File: config.mk
export PLATFORM = sky130hd
export DESIGN_NAME = inst_prefetch
export DESIGN_NICKNAME = d
export VERILOG_FILES = /design/src/rtl/inst_prefetch.sv
export SDC_FILE = /design/constraint.sdc
export NUM_CORES = 1
export LEC_CHECK = 0
export ABC_CLOCK_PERIOD_IN_PS = 6900
export BUFFER_PORTS_ARGS = -buffer_cell sky130_fd_sc_hd__buf_2
export CAP_MARGIN = 20
export CORE_MARGIN = 1
export CORE_UTILIZATION = 39
export CTS_CLUSTER_SIZE = 24
export DETAILED_ROUTE_END_ITERATION = 8
export MAX_ROUTING_LAYER = met4
export PLACE_DENSITY = 0.58
export SLEW_MARGIN = 20
export SYNTH_ARGS = -nofsm -noshare
export SYNTH_HDL_FRONTEND = slang
export SYNTH_SLANG_ARGS = --single-unit
File: constraint.sdc
create_clock -name clk_i -period 6.9 [get_ports clk_i]
set_clock_uncertainty 0.05 [all_clocks]
set_input_delay 0.69 -clock clk_i [delete_from_list [all_inputs] [get_ports clk_i]]
set_output_delay 0.69 -clock clk_i [all_outputs]
set_load 0.01 [all_outputs]
File: src/rtl/inst_prefetch.sv
// Instruction prefetch queue.
// Fetches sequential instruction words from a single-outstanding-request
// memory port into a DEPTH-entry FIFO, hands the head entry to IF/ID, and
// flushes/refetches on a redirect. A response whose request was overtaken by
// a redirect is still waited for (DROP) so the bus stays one-request-deep.
`timescale 1ns/1ps
module inst_prefetch #(
  parameter int unsigned DEPTH    = 4,
  parameter logic [31:0] RESET_PC = 32'h0000_0000
) (
  input  logic        clk_i,
  input  logic        rst_n_i,
  output logic        mem_req_o,
  output logic [31:0] mem_addr_o,
  input  logic        mem_ack_i,
  input  logic [31:0] mem_data_i,
  output logic [31:0] inst_o,
  output logic [31:0] pc4_o,
  output logic        valid_o,
  input  logic        stall_i,
  input  logic        redirect_i,
  input  logic [31:0] redirect_pc_i
);

  localparam int unsigned PW = (DEPTH > 1) ? $clog2(DEPTH) : 1;
  localparam int unsigned CW = PW + 1;
  localparam logic [CW-1:0] DEPTH_C = CW'(DEPTH);

  typedef enum logic [1:0] {
    ST_IDLE = 2'd0,
    ST_REQ  = 2'd1,
    ST_DROP = 2'd2
  } state_t;

  // Word-align a fetch address (low two bits forced to zero).
  function automatic logic [31:0] align_pc(input logic [31:0] pc);
    return pc & 32'hFFFF_FFFC;
  endfunction

  state_t          state_r, state_nxt_s;
  logic [31:0]     fetch_pc_r, fetch_pc_nxt_s;
  logic [31:0]     req_addr_r, req_addr_nxt_s;
  logic            req_r, req_nxt_s;
  logic [CW-1:0]   count_r, count_nxt_s, count_after_pop_s;
  logic [PW-1:0]   rd_ptr_r, rd_ptr_nxt_s;
  logic [PW-1:0]   wr_ptr_r, wr_ptr_nxt_s;
  logic [31:0]     addr_mem_r [DEPTH];
  logic [31:0]     inst_mem_r [DEPTH];
  logic            push_s, pop_s;
  logic            valid_r, valid_nxt_s;
  logic [31:0]     inst_r, inst_nxt_s;
  logic [31:0]     pc4_r, pc4_nxt_s;

  // Next-state, queue bookkeeping and head-of-queue output computation.
  always_comb begin
    state_nxt_s    = state_r;
    fetch_pc_nxt_s = fetch_pc_r;
    push_s         = 1'b0;
    pop_s          = valid_r && !stall_i && !redirect_i;
    count_after_pop_s = count_r - CW'(pop_s);

    case (state_r)
      ST_IDLE: begin
        if (redirect_i) begin
          fetch_pc_nxt_s = align_pc(redirect_pc_i);
          state_nxt_s    = ST_REQ;
        end else if (count_after_pop_s < DEPTH_C) begin
          state_nxt_s = ST_REQ;
        end else begin
          state_nxt_s = ST_IDLE;
        end
      end
      ST_REQ: begin
        if (redirect_i) begin
          // Data arriving with the redirect belongs to the old stream.
          fetch_pc_nxt_s = align_pc(redirect_pc_i);
          state_nxt_s    = mem_ack_i ? ST_REQ : ST_DROP;
        end else if (mem_ack_i) begin
          push_s         = 1'b1;
          fetch_pc_nxt_s = fetch_pc_r + 32'd4;
          state_nxt_s    = ((count_after_pop_s + CW'(1)) < DEPTH_C) ? ST_REQ : ST_IDLE;
        end else begin
          state_nxt_s = ST_REQ;
        end
      end
      ST_DROP: begin
        if (redirect_i) begin
          fetch_pc_nxt_s = align_pc(redirect_pc_i);
        end else begin
          fetch_pc_nxt_s = fetch_pc_r;
        end
        state_nxt_s = mem_ack_i ? ST_REQ : ST_DROP;
      end
      default: begin
        state_nxt_s    = ST_IDLE;
        fetch_pc_nxt_s = fetch_pc_r;
      end
    endcase

    if (redirect_i) begin
      count_nxt_s  = {CW{1'b0}};
      rd_ptr_nxt_s = {PW{1'b0}};
      wr_ptr_nxt_s = {PW{1'b0}};
    end else begin
      count_nxt_s  = count_after_pop_s + CW'(push_s);
      rd_ptr_nxt_s = rd_ptr_r + PW'(pop_s);
      wr_ptr_nxt_s = wr_ptr_r + PW'(push_s);
    end

    // A new request address is latched only when no request is in flight
    // or the current one completes, so mem_addr_o is stable until its ack.
    if ((state_r == ST_IDLE) || mem_ack_i) begin
      req_addr_nxt_s = fetch_pc_nxt_s;
    end else begin
      req_addr_nxt_s = req_addr_r;
    end
    req_nxt_s = (state_nxt_s != ST_IDLE);

    // Head after this cycle: the word being pushed if the queue drains to
    // empty first, otherwise the stored entry at the next read pointer.
    valid_nxt_s = (count_nxt_s != {CW{1'b0}});
    if (!valid_nxt_s) begin
      inst_nxt_s = 32'h0000_0000;
      pc4_nxt_s  = 32'h0000_0000;
    end else if (count_after_pop_s == {CW{1'b0}}) begin
      inst_nxt_s = mem_data_i;
      pc4_nxt_s  = fetch_pc_r + 32'd4;
    end else begin
      inst_nxt_s = inst_mem_r[rd_ptr_nxt_s];
      pc4_nxt_s  = addr_mem_r[rd_ptr_nxt_s] + 32'd4;
    end
  end

  // Control and output registers with asynchronous reset.
  always_ff @(posedge clk_i or negedge rst_n_i) begin
    if (!rst_n_i) begin
      state_r    <= ST_IDLE;
      fetch_pc_r <= RESET_PC;
      req_addr_r <= RESET_PC;
      req_r      <= 1'b0;
      count_r    <= {CW{1'b0}};
      rd_ptr_r   <= {PW{1'b0}};
      wr_ptr_r   <= {PW{1'b0}};
      valid_r    <= 1'b0;
      inst_r     <= 32'h0000_0000;
      pc4_r      <= 32'h0000_0000;
    end else begin
      state_r    <= state_nxt_s;
      fetch_pc_r <= fetch_pc_nxt_s;
      req_addr_r <= req_addr_nxt_s;
      req_r      <= req_nxt_s;
      count_r    <= count_nxt_s;
      rd_ptr_r   <= rd_ptr_nxt_s;
      wr_ptr_r   <= wr_ptr_nxt_s;
      valid_r    <= valid_nxt_s;
      inst_r     <= inst_nxt_s;
      pc4_r      <= pc4_nxt_s;
    end
  end

  // FIFO storage; contents are qualified by count, so no reset is needed.
  always_ff @(posedge clk_i) begin
    if (push_s) begin
      addr_mem_r[wr_ptr_r] <= fetch_pc_r;
      inst_mem_r[wr_ptr_r] <= mem_data_i;
    end
  end

  assign mem_req_o  = req_r;
  assign mem_addr_o = req_addr_r;
  assign valid_o    = valid_r;
  assign inst_o     = inst_r;
  assign pc4_o      = pc4_r;

endmodule

Word-level counts from Yosys, hierarchy flattened
Memories as Yosys holds them, arrays and structs flattened.
Cells that the tools add are included.

cells by class
  reduce and logical (&&, ||, !) cells = 10
  order comparisons = 2
  add/subtract/negate cells = 7
  multiply operators = 0
  shift operators = 0
  bitwise logic cells = 0
  div/mod/pow operators = 0
  muxes and demuxes = 23
  eq/ne operators = 2

operators with widths
  kind                                           count
  2-to-1 mux 32 bit                              7
  adder 32 x 3 -> 32 bit, second input constant  2
  one-hot mux 32 bit (2 select lines)            1
  2-to-1 mux 1 bit                               9
  2-to-1 mux 2 bit                               4
  < comparator 3 bit, second input constant      2
  one-hot mux 2 bit (3 select lines)             1
  adder 2 x 1 -> 2 bit                           2
  adder 3 x 1 -> 3 bit                           1
  adder 3 x 1 -> 3 bit, second input constant    1
  logical NOT 3 bit                              1
  2-to-1 mux 3 bit                               1
  nonzero test 3 bit                             1
  subtractor 3 x 1 -> 3 bit                      1
  == test 2 x 1 -> 1 bit, second input constant  1
  == test 2 bit, second input constant           1
  logical AND 1 bit                              2
  logical NOT 1 bit                              2
  logical NOT 2 bit                              1
  nonzero test 2 bit                             1
  OR reduction 2 bit                             1
  logical OR 1 bit                               1

word-level totals
  memory bits (writable) = 256
  memories = 2
  latch bits = 0
  input bits = 69
  register bits after elaboration = 139
  logic and storage cells = 56
  bits in read-only memories = 0
  output and inout port bits = 98

memories
  name        words  bits a word  rd ports  clocked after Yosys merged registers in  wr ports  line  source
  addr_mem_r  4      32           1         0                                        1         47    logic [31:0] addr_mem_r [DEPTH];
  inst_mem_r  4      32           1         0                                        1         48    logic [31:0] inst_mem_r [DEPTH];

Depth between registers and ports, before layout
Gate-level depths: netlist of the first run.

  word-level depth = 11
  depth in mapped cells = 23
  mapped depth without buffers = 14

Worst setup path before layout of the first run
Ideal clock, no wire load.

  path kind = input to register
  start point = input mem_ack_i
  end point = memory addr_mem_r[1][0], enable pin
  data arrival time = 6.159 ns
  library setup time = 0.578 ns
  required time = 6.272 ns
  cell stages on the path = 5
  buffers on the path = 1
  path slack = 0.113 ns
  path through = clkbuf_1 > inv_1 > nor2_1 > nand2_1 > nor3b_1

between the ends
  longest elaborated chain between the ends = 5

ends and longest elaborated chain
  element                                 line  source
  start, declared                         15    input logic mem_ack_i,
  2-to-1 mux 1 bit                        78    end else if (mem_ack_i) begin
  2-to-1 mux 1 bit                        74    if (redirect_i) begin
  2-to-1 mux 1 bit                        62    case (state_r)
  2-to-1 mux 1 bit                        163   if (push_s) begin
  2-to-1 mux 1 bit (implied by the code)  164   addr_mem_r[wr_ptr_r] <= fetch_pc_r;
  end, declared                           47

Every way passes these cells.

Worst setup path after layout of the first run
  start point = register valid_r (netlist: valid_o)
  end point = register pc4_r[24] (netlist: pc4_o[24])

between the ends
  longest elaborated chain between the ends = 8
  elaborated cells on any way between the ends = 13
  those cells by class = add/sub (4); mux (4); reduce/logical (4); memory (1)

ends and longest elaborated chain
  element                             line  source
  start, declared                     50    logic valid_r, valid_nxt_s;
  start signal, assigned              155   valid_r <= valid_nxt_s;
  logical AND 1 bit (*) (2 in a row)  59    pop_s = valid_r && !stall_i && !redirect_i;
  adder 2 x 1 -> 2 bit                106   rd_ptr_nxt_s = rd_ptr_r + PW'(pop_s);
  2-to-1 mux 2 bit                    100   if (redirect_i) begin
  memory read (4 x 32 bit)            --
  adder 32 x 3 -> 32 bit              130   pc4_nxt_s = addr_mem_r[rd_ptr_nxt_s] + 32'd4;
  2-to-1 mux 32 bit                   125   end else if (count_after_pop_s == {CW{1'b0}}) begin
  2-to-1 mux 32 bit (*)               122   if (!valid_nxt_s) begin
  net pc4_nxt_s[24]                   52    logic [31:0] pc4_r, pc4_nxt_s;
  end signal, assigned                157   pc4_r <= pc4_nxt_s;
  end, declared                       52

The timed path passes the listed nets; every way through them passes the cells marked *.
A chain may end at the register's enable or synchronous reset.

==> metrics.txt, run 1 <==
Area growth syn-to-layout 15.71%; leading area contributor after synthesis edfxtp_1; Setup TNS 0 ps; DRT Wirelength 47210 um; DP HPWL 28630 um; Initial Utilization 0.3967; static leakage approximately 8 nW; RSZ-0062 raised after global routing no; clock power share 0.306; Cells after Synth ~1.5k; max frequency 207.8 MHz; Int Pwr ~4.8 mW; Synth Area per Inst approximately 12 um^2; clock tree sinks 395; die area between 40000 and 50000 um^2; drt first pass iters 5; Post-synth EDFFs 256; max_slew headroom 0.2709; clock buffer depth 3; Final Non-Filler Cells roughly 2.3k; Detailed Route Iter0 Violations about 1.1k; Crit path required time 7310 ps; Final Slew Violations 0; initial antenna violation count 0; syn_nets about 1.6k; CTS tree built; Slew @ Worst Pin 1094 ps; latest clock arrival within the worst-skew pair ~570 ps; number of max-cap violations 0; site row count between 70 and 80; post-route clock period utilization 0.6973; post-cts repair resize count 0; critical path's top delay family simple AND/OR/NAND/NOR gates; pin count of the biggest net entering global routing between 100 and 150; register area share after synthesis 0.6352; vias in the first global route roughly 13k; Core Area ~44000 um^2; Residual DRC 0; synthesized area 17580 um^2; first-pass GRT wire length roughly 73000 um; io pins 167; post-CTS setup buffers 0; Worst Path Max Fanout 124; yosys warns 0; Root Driver clkbuf_16; GRT Overall Usage 0.2112; wire per inst slightly above 20 um; H-tree Lvls 2; Num CTS Buffers 43; Hold Vio Cnt, Final 0; post-synth top area share 0.4373; Die W roughly 210 um; DR vias roughly 13k; Switching Share 0.3352; WP buf/inv 3; sequential fraction of design power 0.448; crit-path max cell delay around 740 ps; GRT overflow 0; WS Path Type reg -> reg; layout cells sized above 1 0.1879; CP startpoint kind flop; Routed Antenna Nets 0; Nets 1734; Power Density about 360 nW/um^2; CP Cell Sequence nor3b_1 > ha_1 > buf_4 > nand2b_4 > inv_8 > mux2_2 > nor2_1 > a31oi_1 > ha_1 > inv_1 > nor4_1 > o2bb2ai_2 > nor3_1 > a211oi_1 > a211oi_1; clock slew at reported path FFs ~60 ps; Crit path arrival time roughly 5200 ps; # setup viols final 0; Worst path slowest cell inv_8; R2R setup slack about 2100 ps; top cells by area, synth edfxtp_1, dfrtp_1, nand2_1, nand3_1, a21oi_1; cts hold-fix bufs 0; Final Total Pwr approximately 7.3 mW; vias per cell 5.480; placed insts 2204; GP Congestion ~0.86; CP Capture Type flop; Period minus WS final roughly 4800 ps; class of the worst hold path in -> async; status finished, final reports clean; async set-reset flop share out of synthesis 0.3519; #FFs+latches synth just under 400; VDD IR max 0.0002000 V; Switch Pwr about 2.4 mW; I/O Buffers between 150 and 200; Yosys cell types 82; Synth Flop Type edfxtp_1; Die Ht between 200 and 250 um; proportion of power drawn by combinational gates 0.246
[path summary, 6_finish.rpt]
check                                    start                end  cells after the start
max in group asynchronous              rst_n_i        wr_ptr_r[1]                      2
worst max-delay path                   valid_o          pc4_o[24]                     15
worst min register to register  mem_addr_o[17]     mem_addr_o[17]                      2
min in group clk_i              mem_data_i[27]  inst_mem_r[0][27]                      1
worst max register to register         valid_o          pc4_o[24]                     15
worst min-delay path                   rst_n_i          inst_o[7]                      1
[metal layers]
metal  track usage  routed length, um  share of wire
met1        0.2831              21030           0.45
met5             -                  0              0
met2        0.3265              22110           0.47
met4       0.07595               1270          0.027
met3       0.03163               2795          0.059
[placed cells by master (no fill, tap or decap), types with 5 or more instances in the layout]
| cell type | synthesis | final |
|---|---|---|
| nor2b_1 | 5 | 5 |
| nand4_1 | 14 | 14 |
| nand3_1 | 142 | 141 |
| nand2b_1 | 14 | 13 |
| o221ai_1 | 6 | 6 |
| xnor2_1 | 37 | 37 |
| o211ai_1 | 5 | 5 |
| buf_4 | 1 | 21 |
| nor3_1 | 16 | 14 |
| and3b_1 | 8 | 8 |
| buf_2 | 15 | 163 |
| edfxtp_1 | 256 | 256 |
| clkinv_1 | 1 | 5 |
| clkbuf_16 | 0 | 44 |
| mux2i_1 | 36 | 36 |
| inv_1 | 17 | 17 |
| a21oi_1 | 78 | 78 |
| nor4_1 | 10 | 10 |
| nor2_1 | 70 | 69 |
| a221o_1 | 6 | 6 |
| clkinv_2 | 0 | 9 |
| dfrtp_1 | 139 | 139 |
| clkbuf_8 | 0 | 6 |
| o22ai_1 | 9 | 9 |
| ha_1 | 8 | 8 |
| and3_1 | 24 | 22 |
| a211oi_1 | 19 | 19 |
| xor2_1 | 18 | 18 |
| a2111oi_0 | 5 | 5 |
| or2_2 | 6 | 6 |
| o21ai_0 | 36 | 35 |
| mux2_2 | 28 | 28 |
| nand2_1 | 303 | 303 |
| clkbuf_1 | 63 | 8 |
| a31oi_1 | 16 | 16 |
| and2_1 | 10 | 10 |
[power by group through the flow]
stage	Clock [mW]	Combinational [mW]	Sequential, mW
floorplan	0	1.02	3.29
detailed placement	0	1.80	3.30
global placement	0	1.79	3.29
finish	2.22	1.79	3.26
CTS	2.28	1.80	3.26
global route	2.36	1.96	3.30
[worst register-to-register path, stage by stage (launching register included)]
cell       delay, ps
dfrtp_1          340
nor3b_1          310
ha_1             180
buf_4            240
nand2b_4         350
inv_8            760
mux2_2           350
nor2_1            40
a31oi_1          220
ha_1             250
inv_1             90
nor4_1           350
o2bb2ai_2        240
nor3_1           520
a211oi_1         140
a211oi_1         250
[kinds of logic (layout without fill, tap and decap cells)]
group / Yosys count / after routing / share of synthesized area
AO/OA/AOI/OAI: 236 / 236 / 0.09004
XOR/XNOR: 56 / 56 / 0.02833
adder cells (fa/ha/maj): 8 / 8 / 0.005694
buffers and inverters: 110 / 285 / 0.02776
flip-flops: 395 / 395 / 0.6352
multiplexers: 70 / 70 / 0.04512
other: 0 / 1 / 0
AND/OR/NAND/NOR: 642 / 642 / 0.1679
[cell usage after synthesis, drive strengths merged (4+ instances only)]
| cell type | number |
|---|---|
| nor4 | 11 |
| o31ai | 4 |
| o22ai | 9 |
| nand2b | 14 |
| nand2 | 304 |
| and4 | 4 |
| a22o | 4 |
| edfxtp | 256 |
| nor2b | 5 |
| nor2 | 70 |
| o221a | 4 |
| a221oi | 4 |
| mux2 | 28 |
| nand4 | 14 |
| mux2i | 39 |
| and2 | 10 |
| nand3 | 142 |
| buf | 27 |
| o21ai | 38 |
| o211ai | 7 |
| a21oi | 78 |
| dfrtp | 139 |
| xnor2 | 37 |
| nor3 | 16 |
| a21o | 4 |
| and3 | 24 |
| a2111oi | 5 |
| a211oi | 19 |
| or2 | 6 |
| o221ai | 6 |
| ha | 8 |
| a31oi | 16 |
| a221o | 6 |
| clkbuf | 63 |
| inv | 18 |
| and3b | 8 |
| xor2 | 19 |
[cell type report]
class	instances	area (um^2)
fillers	4121	23980
flip-flops and latches	395	11170
multi-input cells	1012	5974
clock buffers	58	1214
repair buffers	185	984.7
well taps	592	740.7
clock inverters	22	162.7
inverters	20	96.34
diodes	1	2.502
[flip-flops by register name (all words and copies together) (netlist names)]
name and cells:
inst_mem_r 128, addr_mem_r 128, state_r 2, wr_ptr_r 2, fetch_pc_r 32, mem_addr_o 32, rd_ptr_r 2, valid_o 1
count_r 3, pc4_o 32, mem_req_o 1, inst_o 32
[metrics by stage]
stage	setup WS [ps]	area [um^2]	hold WS, ps	util
floorplan	113.1	17580	344.4	-
global placement	1728	18960	399.4	0.4279
detailed placement	1642	18960	405.2	0.4279
CTS	2140	20340	203.1	0.4589
global route	1779	20340	247.7	0.4589
finish	2089	20340	189.6	0.4590
No activity file was read; power rests on OpenSTA's default activity.
==> inputs of run 2 (changes only) <==
--- a/config.mk
+++ b/config.mk
@@ -5,7 +5,7 @@
 export SDC_FILE = /design/constraint.sdc
 export NUM_CORES = 1
 export LEC_CHECK = 0
-export ABC_CLOCK_PERIOD_IN_PS = 6900
+export ABC_CLOCK_PERIOD_IN_PS = 4900
 export BUFFER_PORTS_ARGS = -buffer_cell sky130_fd_sc_hd__buf_2
 export CAP_MARGIN = 20
 export CORE_MARGIN = 1
==> constraint.sdc (replaced) <==
create_clock -name clk_i -period 4.9 [get_ports clk_i]
set_clock_uncertainty 0.05 [all_clocks]
set_input_delay 0.49 -clock clk_i [delete_from_list [all_inputs] [get_ports clk_i]]
set_output_delay 0.49 -clock clk_i [all_outputs]
set_load 0.01 [all_outputs]
==> metrics.txt, run 2 (synthesis gave the netlist of run 1 again) <==
Nets 1746 (was 1734); Crit path required time 5230 ps (was 7310 ps); class of the worst hold path in -> reg (was in -> async); post-route clock period utilization 0.8132 (was 0.6973); Final Non-Filler Cells 2298 (was 2285); layout cells sized above 1 0.1919 (was 0.1879); setup slack after layout 915.4 ps (was 2089 ps); commonest non-fill, non-tap cell in the layout nand2_1 (unchanged); clock buffer depth 3 (unchanged); crit-path max cell delay 450 ps (was 740 ps); Slew @ Worst Pin 899.6 ps (was 1094 ps); wire per inst 20.79 um (was 20.66 um); Switching Share 0.3302 (was 0.3352); WP buf/inv 2 (was 3); io pins 167 (unchanged); max frequency 251.0 MHz (was 207.8 MHz); VDD IR max 0.0004572 V (was 0.0002000 V); number of max-cap violations 0 (unchanged); worst slack, placed 583.7 ps (was 1642 ps); site row count 77 (unchanged); Crit path arrival time 4310 ps (was 5220 ps); Root Driver clkbuf_16 (unchanged); Area growth syn-to-layout 16.93% (was 15.71%); Detailed Route Iter0 Violations 946 (was 1050); DR vias 12.54k (was 12.52k); Switch Pwr 3.441 mW (was 2.438 mW); Die Ht 214.3 um (unchanged); pin count of the biggest net entering global routing 66 (was 125); Power Density 506.9 nW/um^2 (was 357.5 nW/um^2); max_slew headroom 0.4003 (was 0.2709); CP Capture Type flop (unchanged); critical path's top delay family simple AND/OR/NAND/NOR gates (unchanged); H-tree Lvls 2 (unchanged); Worst Path Max Fanout 40 (was 124); Residual DRC 0 (unchanged); Multi-input gate area 5987 um^2 (was 5974 um^2); Hold Vio Cnt, Final 0 (unchanged); I/O Buffers 164 (unchanged); Worst path slowest cell nor4_1 (was inv_8); CTS tree built (unchanged); Largest regs addr_mem_r x128, inst_mem_r x128 (unchanged); drt first pass iters 5 (unchanged); sequential fraction of design power 0.436 (was 0.448); clock tree sinks 395 (unchanged); static leakage 8.078 nW (was 7.988 nW); proportion of power drawn by combinational gates 0.248 (was 0.246); latest clock arrival within the worst-skew pair 560 ps (was 570 ps); clock slew at reported path FFs 60 ps (about the same); most frequent cells in the layout nand2_1, edfxtp_1, buf_2, nand3_1, dfrtp_1 (unchanged); Routed Antenna Nets 0 (unchanged); placed insts 2214 (was 2204); Core Area 44320 um^2 (unchanged); initial antenna violation count 2 (was 0); Period minus WS final 3985 ps (was 4811 ps); status finished, final reports clean (unchanged); RSZ-0062 raised after global routing no (unchanged); Die W 214.3 um (unchanged); hold slack 111.6 ps (was 189.6 ps); CP Cell Sequence nor3b_1 > ha_1 > nand2b_4 > inv_8 > mux2_2 > nor2_1 > a31oi_1 > ha_1 > inv_1 > nor4_1 > o2bb2ai_2 > nor4_1 > xnor2_1 > a21oi_1 (was nor3b_1 > ha_1 > buf_4 > nand2b_4 > inv_8 > mux2_2 > nor2_1 > a31oi_1 > ha_1 > inv_1 > nor4_1 > o2bb2ai_2 > nor3_1 > a211oi_1 > a211oi_1); Int Pwr 6.979 mW (was 4.834 mW); clock power share 0.317 (was 0.306); Num CTS Buffers 44 (was 43); vias per cell 5.458 (was 5.480); Setup TNS 0 ps (unchanged); Initial Utilization 0.3967 (unchanged); DRT Wirelength 47780 um (was 47210 um); fill count 4070 (was 4121); vias in the first global route 12.54k (unchanged); Final Slew Violations 0 (unchanged); # setup viols final 0 (unchanged); CP startpoint kind flop (unchanged); DP HPWL 29740 um (was 28630 um); Final Total Pwr 10.42 mW (was 7.271 mW); GP Congestion 0.8675 (was 0.8628); GRT Overall Usage 0.2159 (was 0.2112); first-pass GRT wire length 74240 um (was 73060 um); WS Path Type reg -> reg (unchanged); die area 45930 um^2 (unchanged); GRT overflow 0 (unchanged); Register Area 11170 um^2 (unchanged)
## run 2: cell types whose count changed in the layout (fill, tap and decap cells not counted), moves of 2 or more
cell       change
buf_4          +6
bufinv_16      +4
clkbuf_1       +2
buf_12         +4
clkbuf_8       -4
## run 2: path summary, 6_finish.rpt
kind | startpoint | endpoint | slack [ps] | depth (start not counted)
worst max-delay path | valid_o | pc4_o[28] | 920 | 14
worst min-delay path | mem_data_i[16] | inst_mem_r[1][16] | 110 | 1
worst max register to register | valid_o | pc4_o[28] | 920 | 14
worst min register to register | mem_addr_o[17] | mem_addr_o[17] | 420 | 2
max in group asynchronous | rst_n_i | mem_addr_o[8] | 3290 | 3
min in group asynchronous | rst_n_i | inst_o[11] | 430 | 2
## run 2: power by group through the flow
| stage | registers [mW] | clock network (mW) | logic (mW) |
|---|---|---|---|
| CTS | 4.54 | 3.38 | 2.61 |
| global placement | 4.60 | 0 | 2.58 |
| floorplan | 4.62 | 0 | 1.44 |
| detailed placement | 4.61 | 0 | 2.59 |
| finish | 4.54 | 3.30 | 2.58 |
| global route | 4.60 | 3.51 | 2.84 |
## run 2: routing by layer
| metal | up-vias | track usage | wire length, um |
|---|---|---|---|
| met2 | 460 | 0.3290 | 21730 |
| met1 | 6144 | 0.2876 | 21640 |
| met3 | 94 | 0.03844 | 3006 |
| met4 | 0 | 0.08238 | 1404 |
| li1 | 5844 | - | - |
| met5 | - | - | 0 |
## run 2: timing repair
item	4_1_cts	5_1_grt
gates resized for setup	0	0
hold buffers	1	0
buffers inserted	0	0
hold endpoints to repair	55	0
## run 2: cell type report
class,count,share of cell area
sequential,395,0.5432
tap,592,0.03603
clock buffer,56,0.05673
antenna,2,0.0002435
clock inverter,25,0.01339
inverter,20,0.004687
timing repair buffer,196,0.05448
multi-input combinational,1012,0.2913
## run 2: worst register-to-register path, stage by stage (launching register included)
cell and delay, ps:
dfrtp_1 350, nor3b_1 340, ha_1 340, nand2b_4 300, inv_8 180, mux2_2 300, nor2_1 40, a31oi_1 210
ha_1 230, inv_1 90, nor4_1 400, o2bb2ai_2 240, nor4_1 460, xnor2_1 170, a21oi_1 110
## run 2: metrics by stage
stage,utilization,area (um^2)
global route,0.4638,20550
global placement,0.4310,19100
finish,0.4638,20560
detailed placement,0.4310,19100
CTS,0.4637,20550
floorplan,-,17600
